[src/rtl/hex_display_scanner_pkg.sv]
// Shared constants and helpers for the multiplexed 7-segment scanner.
// Segment patterns are active-high, bit 0 = a through bit 6 = g.
package hex_display_scanner_pkg;

  typedef logic [6:0] seg_t;

  localparam int unsigned SEG_A = 0;
  localparam int unsigned SEG_B = 1;
  localparam int unsigned SEG_C = 2;
  localparam int unsigned SEG_D = 3;
  localparam int unsigned SEG_E = 4;
  localparam int unsigned SEG_F = 5;
  localparam int unsigned SEG_G = 6;

  localparam seg_t SEG_BLANK = 7'b000_0000;
  localparam seg_t SEG_DASH  = seg_t'(1 << SEG_G);

  // Maps an active-high pattern to the board's pin polarity.
  function automatic seg_t seg_polarity(input seg_t seg, input bit active_low);
    return active_low ? ~seg : seg;
  endfunction

endpackage

[src/rtl/hex_display_scanner_decoder.sv]
// Team hex-to-7-segment decoder: one nibble in, active-high segment pattern out.
module binary_to_hex_7segDecoder
  import hex_display_scanner_pkg::*;
(
  input  logic [3:0] bin_i,
  output seg_t       seg_o
);

  always_comb begin
    seg_o = SEG_BLANK;
    unique case (bin_i)
      4'h0: seg_o = 7'h3F;
      4'h1: seg_o = 7'h06;
      4'h2: seg_o = 7'h5B;
      4'h3: seg_o = 7'h4F;
      4'h4: seg_o = 7'h66;
      4'h5: seg_o = 7'h6D;
      4'h6: seg_o = 7'h7D;
      4'h7: seg_o = 7'h07;
      4'h8: seg_o = 7'h7F;
      4'h9: seg_o = 7'h6F;
      4'hA: seg_o = 7'h77;
      4'hB: seg_o = 7'h7C;
      4'hC: seg_o = 7'h39;
      4'hD: seg_o = 7'h5E;
      4'hE: seg_o = 7'h79;
      4'hF: seg_o = 7'h71;
      default: seg_o = SEG_DASH;
    endcase
  end

endmodule

[src/rtl/hex_display_scanner.sv]
// Time-multiplexed 7-segment driver: one digit per refresh slot, a blank gap
// at every digit change, optional leading-zero suppression.
module hex_display_scanner
  import hex_display_scanner_pkg::*;
#(
  parameter int unsigned NUM_DIGITS     = 4,
  parameter int unsigned REFRESH_DIV    = 50000,
  parameter int unsigned BLANK_CYCLES   = 2,
  parameter bit          ACTIVE_LOW_SEG = 1'b1,
  parameter bit          ACTIVE_LOW_AN  = 1'b1
) (
  input  logic                    clk,
  input  logic                    rst,
  input  logic [4*NUM_DIGITS-1:0] value_in,
  input  logic                    load,
  input  logic [NUM_DIGITS-1:0]   dp_in,
  input  logic                    blank_lz,
  output logic [6:0]              seg_out,
  output logic                    dp_out,
  output logic [NUM_DIGITS-1:0]   an_out,
  output logic                    frame_done
);

  localparam int unsigned TICK_W = (REFRESH_DIV > 1) ? $clog2(REFRESH_DIV) : 1;
  localparam int unsigned IDX_W  = (NUM_DIGITS > 1) ? $clog2(NUM_DIGITS) : 1;

  localparam logic [TICK_W-1:0]     TICK_LAST = TICK_W'(REFRESH_DIV - 1);
  localparam logic [TICK_W-1:0]     TICK_BLNK = TICK_W'(BLANK_CYCLES);
  localparam logic [IDX_W-1:0]      IDX_LAST  = IDX_W'(NUM_DIGITS - 1);
  localparam logic [NUM_DIGITS-1:0] AN_OFF    = {NUM_DIGITS{ACTIVE_LOW_AN}};
  localparam seg_t                  SEG_OFF   = seg_polarity(SEG_BLANK, ACTIVE_LOW_SEG);

  logic [4*NUM_DIGITS-1:0] hold_q, hold_d;
  logic [TICK_W-1:0]       tick_q, tick_d;
  logic [IDX_W-1:0]        idx_q, idx_d;
  seg_t                    seg_q, seg_d;
  logic                    dp_q, dp_d;
  logic [NUM_DIGITS-1:0]   an_q, an_d;
  logic                    frame_done_q, frame_done_d;
  logic                    lit_q, lit_d;

  logic                    last_tick, last_idx, blank_phase, suppress;
  logic [NUM_DIGITS-1:0]   upper_zero, an_on;
  logic                    zero_run;
  logic [3:0]              nibble;
  seg_t                    dec_seg;

  assign last_tick   = (tick_q == TICK_LAST);
  assign last_idx    = (idx_q == IDX_LAST);
  assign tick_d      = last_tick ? '0 : tick_q + TICK_W'(1);
  assign idx_d       = last_tick ? (last_idx ? '0 : idx_q + IDX_W'(1)) : idx_q;
  assign blank_phase = (tick_d < TICK_BLNK);
  assign hold_d      = load ? value_in : hold_q;

  // Outputs are built from next-state indices so they line up with the counters.
  assign nibble = hold_q[{idx_d, 2'b00} +: 4];

  binary_to_hex_7segDecoder u_decoder (
    .bin_i (nibble),
    .seg_o (dec_seg)
  );

  // upper_zero[i]: nibbles i..NUM_DIGITS-1 of the held value are all zero.
  always_comb begin
    zero_run   = 1'b1;
    upper_zero = '0;
    for (int i = NUM_DIGITS - 1; i >= 0; i--) begin
      zero_run      = zero_run & (hold_q[4*i +: 4] == 4'h0);
      upper_zero[i] = zero_run;
    end
  end

  assign suppress = blank_lz && (idx_d != '0) && upper_zero[idx_d];
  assign an_on    = (NUM_DIGITS'(1) << idx_d) ^ AN_OFF;

  // Blank phase reloads the digit; drive phase freezes it so a lit digit never changes.
  always_comb begin
    seg_d        = seg_q;
    dp_d         = dp_q;
    lit_d        = lit_q;
    an_d         = AN_OFF;
    frame_done_d = last_tick && last_idx;
    if (blank_phase) begin
      seg_d = seg_polarity(dec_seg, ACTIVE_LOW_SEG);
      dp_d  = dp_in[idx_d] ^ ACTIVE_LOW_SEG;
      lit_d = !suppress;
    end else if (lit_q) begin
      an_d = an_on;
    end
  end

  always_ff @(posedge clk) begin
    if (rst) begin
      hold_q       <= '0;
      tick_q       <= '0;
      idx_q        <= '0;
      seg_q        <= SEG_OFF;
      dp_q         <= ACTIVE_LOW_SEG;
      an_q         <= AN_OFF;
      frame_done_q <= 1'b0;
      lit_q        <= 1'b0;
    end else begin
      hold_q       <= hold_d;
      tick_q       <= tick_d;
      idx_q        <= idx_d;
      seg_q        <= seg_d;
      dp_q         <= dp_d;
      an_q         <= an_d;
      frame_done_q <= frame_done_d;
      lit_q        <= lit_d;
    end
  end

  assign seg_out    = seg_q;
  assign dp_out     = dp_q;
  assign an_out     = an_q;
  assign frame_done = frame_done_q;

endmodule

[config.mk]
export PLATFORM = sky130hd
export DESIGN_NAME = hex_display_scanner
export DESIGN_NICKNAME = d
export VERILOG_FILES = /design/src/rtl/hex_display_scanner_pkg.sv /design/src/rtl/hex_display_scanner_decoder.sv /design/src/rtl/hex_display_scanner.sv
export SDC_FILE = /design/constraint.sdc
export NUM_CORES = 1
export LEC_CHECK = 0
export CORE_MARGIN = 2
export CORE_UTILIZATION = 49
export DETAILED_ROUTE_END_ITERATION = 6
export PLACE_DENSITY = 0.74
export SYNTH_ARGS = -nofsm -noshare
export SYNTH_HDL_FRONTEND = slang
export SYNTH_SLANG_ARGS = --single-unit
[constraint.sdc]
create_clock -name clk -period 3.35 [get_ports clk]
set_input_delay 0.5025 -clock clk [delete_from_list [all_inputs] [get_ports clk]]
set_output_delay 0.5025 -clock clk [all_outputs]
set_load 0.01 [all_outputs]
==> flow_metrics.env <==
export IMPL_ys_ff_latch=48
export IMPL_outcome="finished, final reports clean"
export IMPL_grtUsageTotal=0.2060
export IMPL_power_mw=1.315
export IMPL_place_congestion=0.9128
export IMPL_wire_per_inst_um=13.95
export IMPL_drive_gt1_frac=0.1375
export IMPL_worst_path_buf_inv=2
export IMPL_yosysTopAreaCellShare=0.3875
export IMPL_grt_pass1_vias=1908
export IMPL_yosysSeqAreaShare=0.3875
export IMPL_antenna_found_initial=0
export IMPL_synth_area_um2=2480
export IMPL_htree_levels=2
export IMPL_hold_viol_final=0
export IMPL_tightest_slew_ps=885.0
export IMPL_slew_viol_final=0
export IMPL_clk_pin_slew_ps=90
export IMPL_synth_nets=309
export IMPL_tns_ps=0
export IMPL_drc=0
export IMPL_fillers=425
export IMPL_critPathMaxStageDelay_ps=550
export IMPL_finalNonFillerCells=387
export IMPL_synthToLayoutAreaGrowth_pct=26.59
export IMPL_avgSynthCellArea_um2=8.953
export IMPL_die_y_um=75.14
export IMPL_io_buffers=36
export IMPL_start_kind="flop"
export IMPL_max_slew_margin_rel=0.4082
export IMPL_min_path_type="flop to flop"
export IMPL_skew_ps=7.215
export IMPL_core_um2=4817
export IMPL_vias_per_cell=5.331
export IMPL_grt_overflow_total=0
export IMPL_cp_arrival_ps=3420
export IMPL_dp_cells=377
export IMPL_root_buffer="clkbuf_8"
export IMPL_drtIter0Drc=224
export IMPL_synth_edf_count=0
export IMPL_crit_path_end_kind="flop"
export IMPL_dieArea_um2=5646
export IMPL_holdBufCountCts=0
export IMPL_clockBufferDepth=2
export IMPL_cts_tree="done"
export IMPL_cp_slowest_cell="or4b_4"
export IMPL_die_w_um=75.14
export IMPL_synth_ff_type="dfxtp_1"
export IMPL_setup_viol=0
export IMPL_r2r_setup_slack_ps=110
export IMPL_min_period_ps=3239
export IMPL_yosys_area_top_type="dfxtp_1"
export IMPL_hpwl_um=3900
export IMPL_max_freq_ghz=0.3087
export IMPL_netlist_top_cells_area="dfxtp_1 39%, mux2i_1 13%, nor2_1 7.6%"
export IMPL_antenna_cells=0
export IMPL_insertion_delay_ps=300
export IMPL_cts_sinks=48
export IMPL_dr_total_vias=2063
export IMPL_ant_nets=0
export IMPL_yosysUniqueCellTypes=47
export IMPL_synthArstFlopShare=0
export IMPL_rows=25
export IMPL_ys_warn_count=0
export IMPL_yosys_top_cells_count="50 x nor2_1, 48 x dfxtp_1, 32 x mux2i_1"
export IMPL_initial_core_util=0.5148
export IMPL_cp_max_fo=6
export IMPL_critPathTopFamily="simple AND/OR/NAND/NOR gates"
export IMPL_p_leak_nw=1.309
export IMPL_timing_final_crit_share=0.9668
export IMPL_path_cells="or4b_4 -> nor4_4 -> buf_4 -> mux2i_2 -> mux2i_2 -> inv_1 -> ha_2 -> nand3_1 -> nor2_1 -> or4_1"
export IMPL_synth_most_common_cell="nor2_1"
export IMPL_num_io_pins=37
export IMPL_path_class="flop to flop"
export IMPL_irDropWorstVdd_uv=258.2
export IMPL_cap_violations=0
export IMPL_cts_buffers=5
export IMPL_grt_pass1_wl_um=8880
export IMPL_cp_required_ps=3530
export IMPL_nNetsFinal=351
export IMPL_wl_um=5400
export IMPL_firstDrtPassIters=4
export IMPL_grt_max_degree=22
export IMPL_cpMostUsedCell="mux2i_2"
export IMPL_power_density_nw_per_um2=419.0
export IMPL_netlist_instances=277
==> cell type report <==
cell class | count | area (µm²) | area share
inverters | 6 | 22.52 | 0.007174
well taps | 67 | 83.83 | 0.02670
repair buffers | 51 | 480.5 | 0.1530
clock inverters | 1 | 30.03 | 0.009566
multi-input cells | 207 | 1461 | 0.4655
flip-flops and latches | 48 | 964.7 | 0.3073
clock buffers | 7 | 96.34 | 0.03069
==> path summary, 6_finish.rpt <==
path | start | endpoint | cells after the start
min | lit_q | lit_q | 2
max reg2reg | tick_q[10] | seg_out[4] | 10
max | tick_q[10] | seg_out[4] | 10
min reg2reg | lit_q | lit_q | 2
==> metrics by stage <==
stage | hold WS (ps) | util | instance area [µm²] | setup slack [ps]
4_1_cts | 464.3 | 0.6418 | 3092 | 83.40
5_1_grt | 482.5 | 0.6517 | 3139 | -54.28
3_5_place_dp | 450.4 | 0.6156 | 2965 | 122.9
6_report | 464.0 | 0.6517 | 3139 | 111.1
3_3_place_gp | 438.3 | 0.6156 | 2965 | 234.0
2_1_floorplan | 431.8 | - | 2490 | 2.451
==> layer usage <==
metal  vias to the layer above  global-route usage  routed length (µm)
li1                       1040                   -                   -
met1                       967              0.2765                2516
met2                        49              0.3392                2639
met3                         7             0.02945                 167
met4                         0             0.07407                  76
met5                         -                   0                   0
==> tightest hold or removal path, stage by stage (launching register included) <==
cell and delay, ps:
dfxtp_1 310, nand2_1 50, a21oi_1 60
==> registers in the layout, summed over array words and instances (netlist names) <==
name / cells
an_out: 4
tick_q: 16
lit_q: 1
seg_out: 7
dp_out: 1
hold_q: 16
frame_done: 1
idx_q: 2
==> layout by cell type, fill, tap and decap left out, types with 2 or more instances in the layout <==
| cell type | synthesis | final |
|---|---|---|
| a211oi_1 | 2 | 2 |
| a21oi_1 | 7 | 7 |
| a32oi_1 | 3 | 3 |
| and2_1 | 2 | 2 |
| buf_4 | 0 | 13 |
| buf_6 | 2 | 2 |
| clkbuf_8 | 0 | 7 |
| clkdlybuf4s50_1 | 0 | 36 |
| dfxtp_1 | 48 | 45 |
| dfxtp_2 | 0 | 3 |
| ha_1 | 8 | 7 |
| inv_1 | 6 | 5 |
| mux2_2 | 2 | 2 |
| mux2_4 | 2 | 2 |
| mux2i_1 | 32 | 29 |
| mux2i_2 | 1 | 3 |
| nand2_1 | 17 | 17 |
| nand2b_1 | 3 | 3 |
| nand3_1 | 9 | 9 |
| nand4_1 | 5 | 5 |
| nor2_1 | 50 | 50 |
| nor2b_1 | 9 | 9 |
| nor3_1 | 5 | 5 |
| nor4_1 | 3 | 3 |
| o21ai_0 | 2 | 2 |
| o22ai_1 | 2 | 2 |
| o31ai_1 | 2 | 2 |
| or2_2 | 2 | 2 |
| or3_1 | 2 | 2 |
| xnor2_1 | 8 | 8 |
| xor2_1 | 11 | 11 |
==> logic make-up (layout without fill, tap and decap cells) <==
family / Yosys count / after routing / share of synthesized area
multiplexers: 37 / 37 / 0.1559
XOR/XNOR: 19 / 19 / 0.06710
adder cells (fa/ha/maj): 8 / 8 / 0.04036
flip-flops: 48 / 48 / 0.3875
buffers and inverters: 22 / 65 / 0.04036
AO/OA/AOI/OAI: 28 / 28 / 0.08023
AND/OR/NAND/NOR: 115 / 115 / 0.2286
==> timing repair <==
item,4_1_cts,5_1_grt
gates resized for setup,0,11
endpoints found under the setup margin,0,5
setup buffers,0,2
==> power breakdown <==
group / total [mW] / switching [mW] / internal, mW
Clock: 0.457 / 0.193 / 0.264
Combinational: 0.226 / 0.103 / 0.123
Sequential: 0.632 / 0.0263 / 0.606
Note: power is estimated with default switching activity, not from simulation.
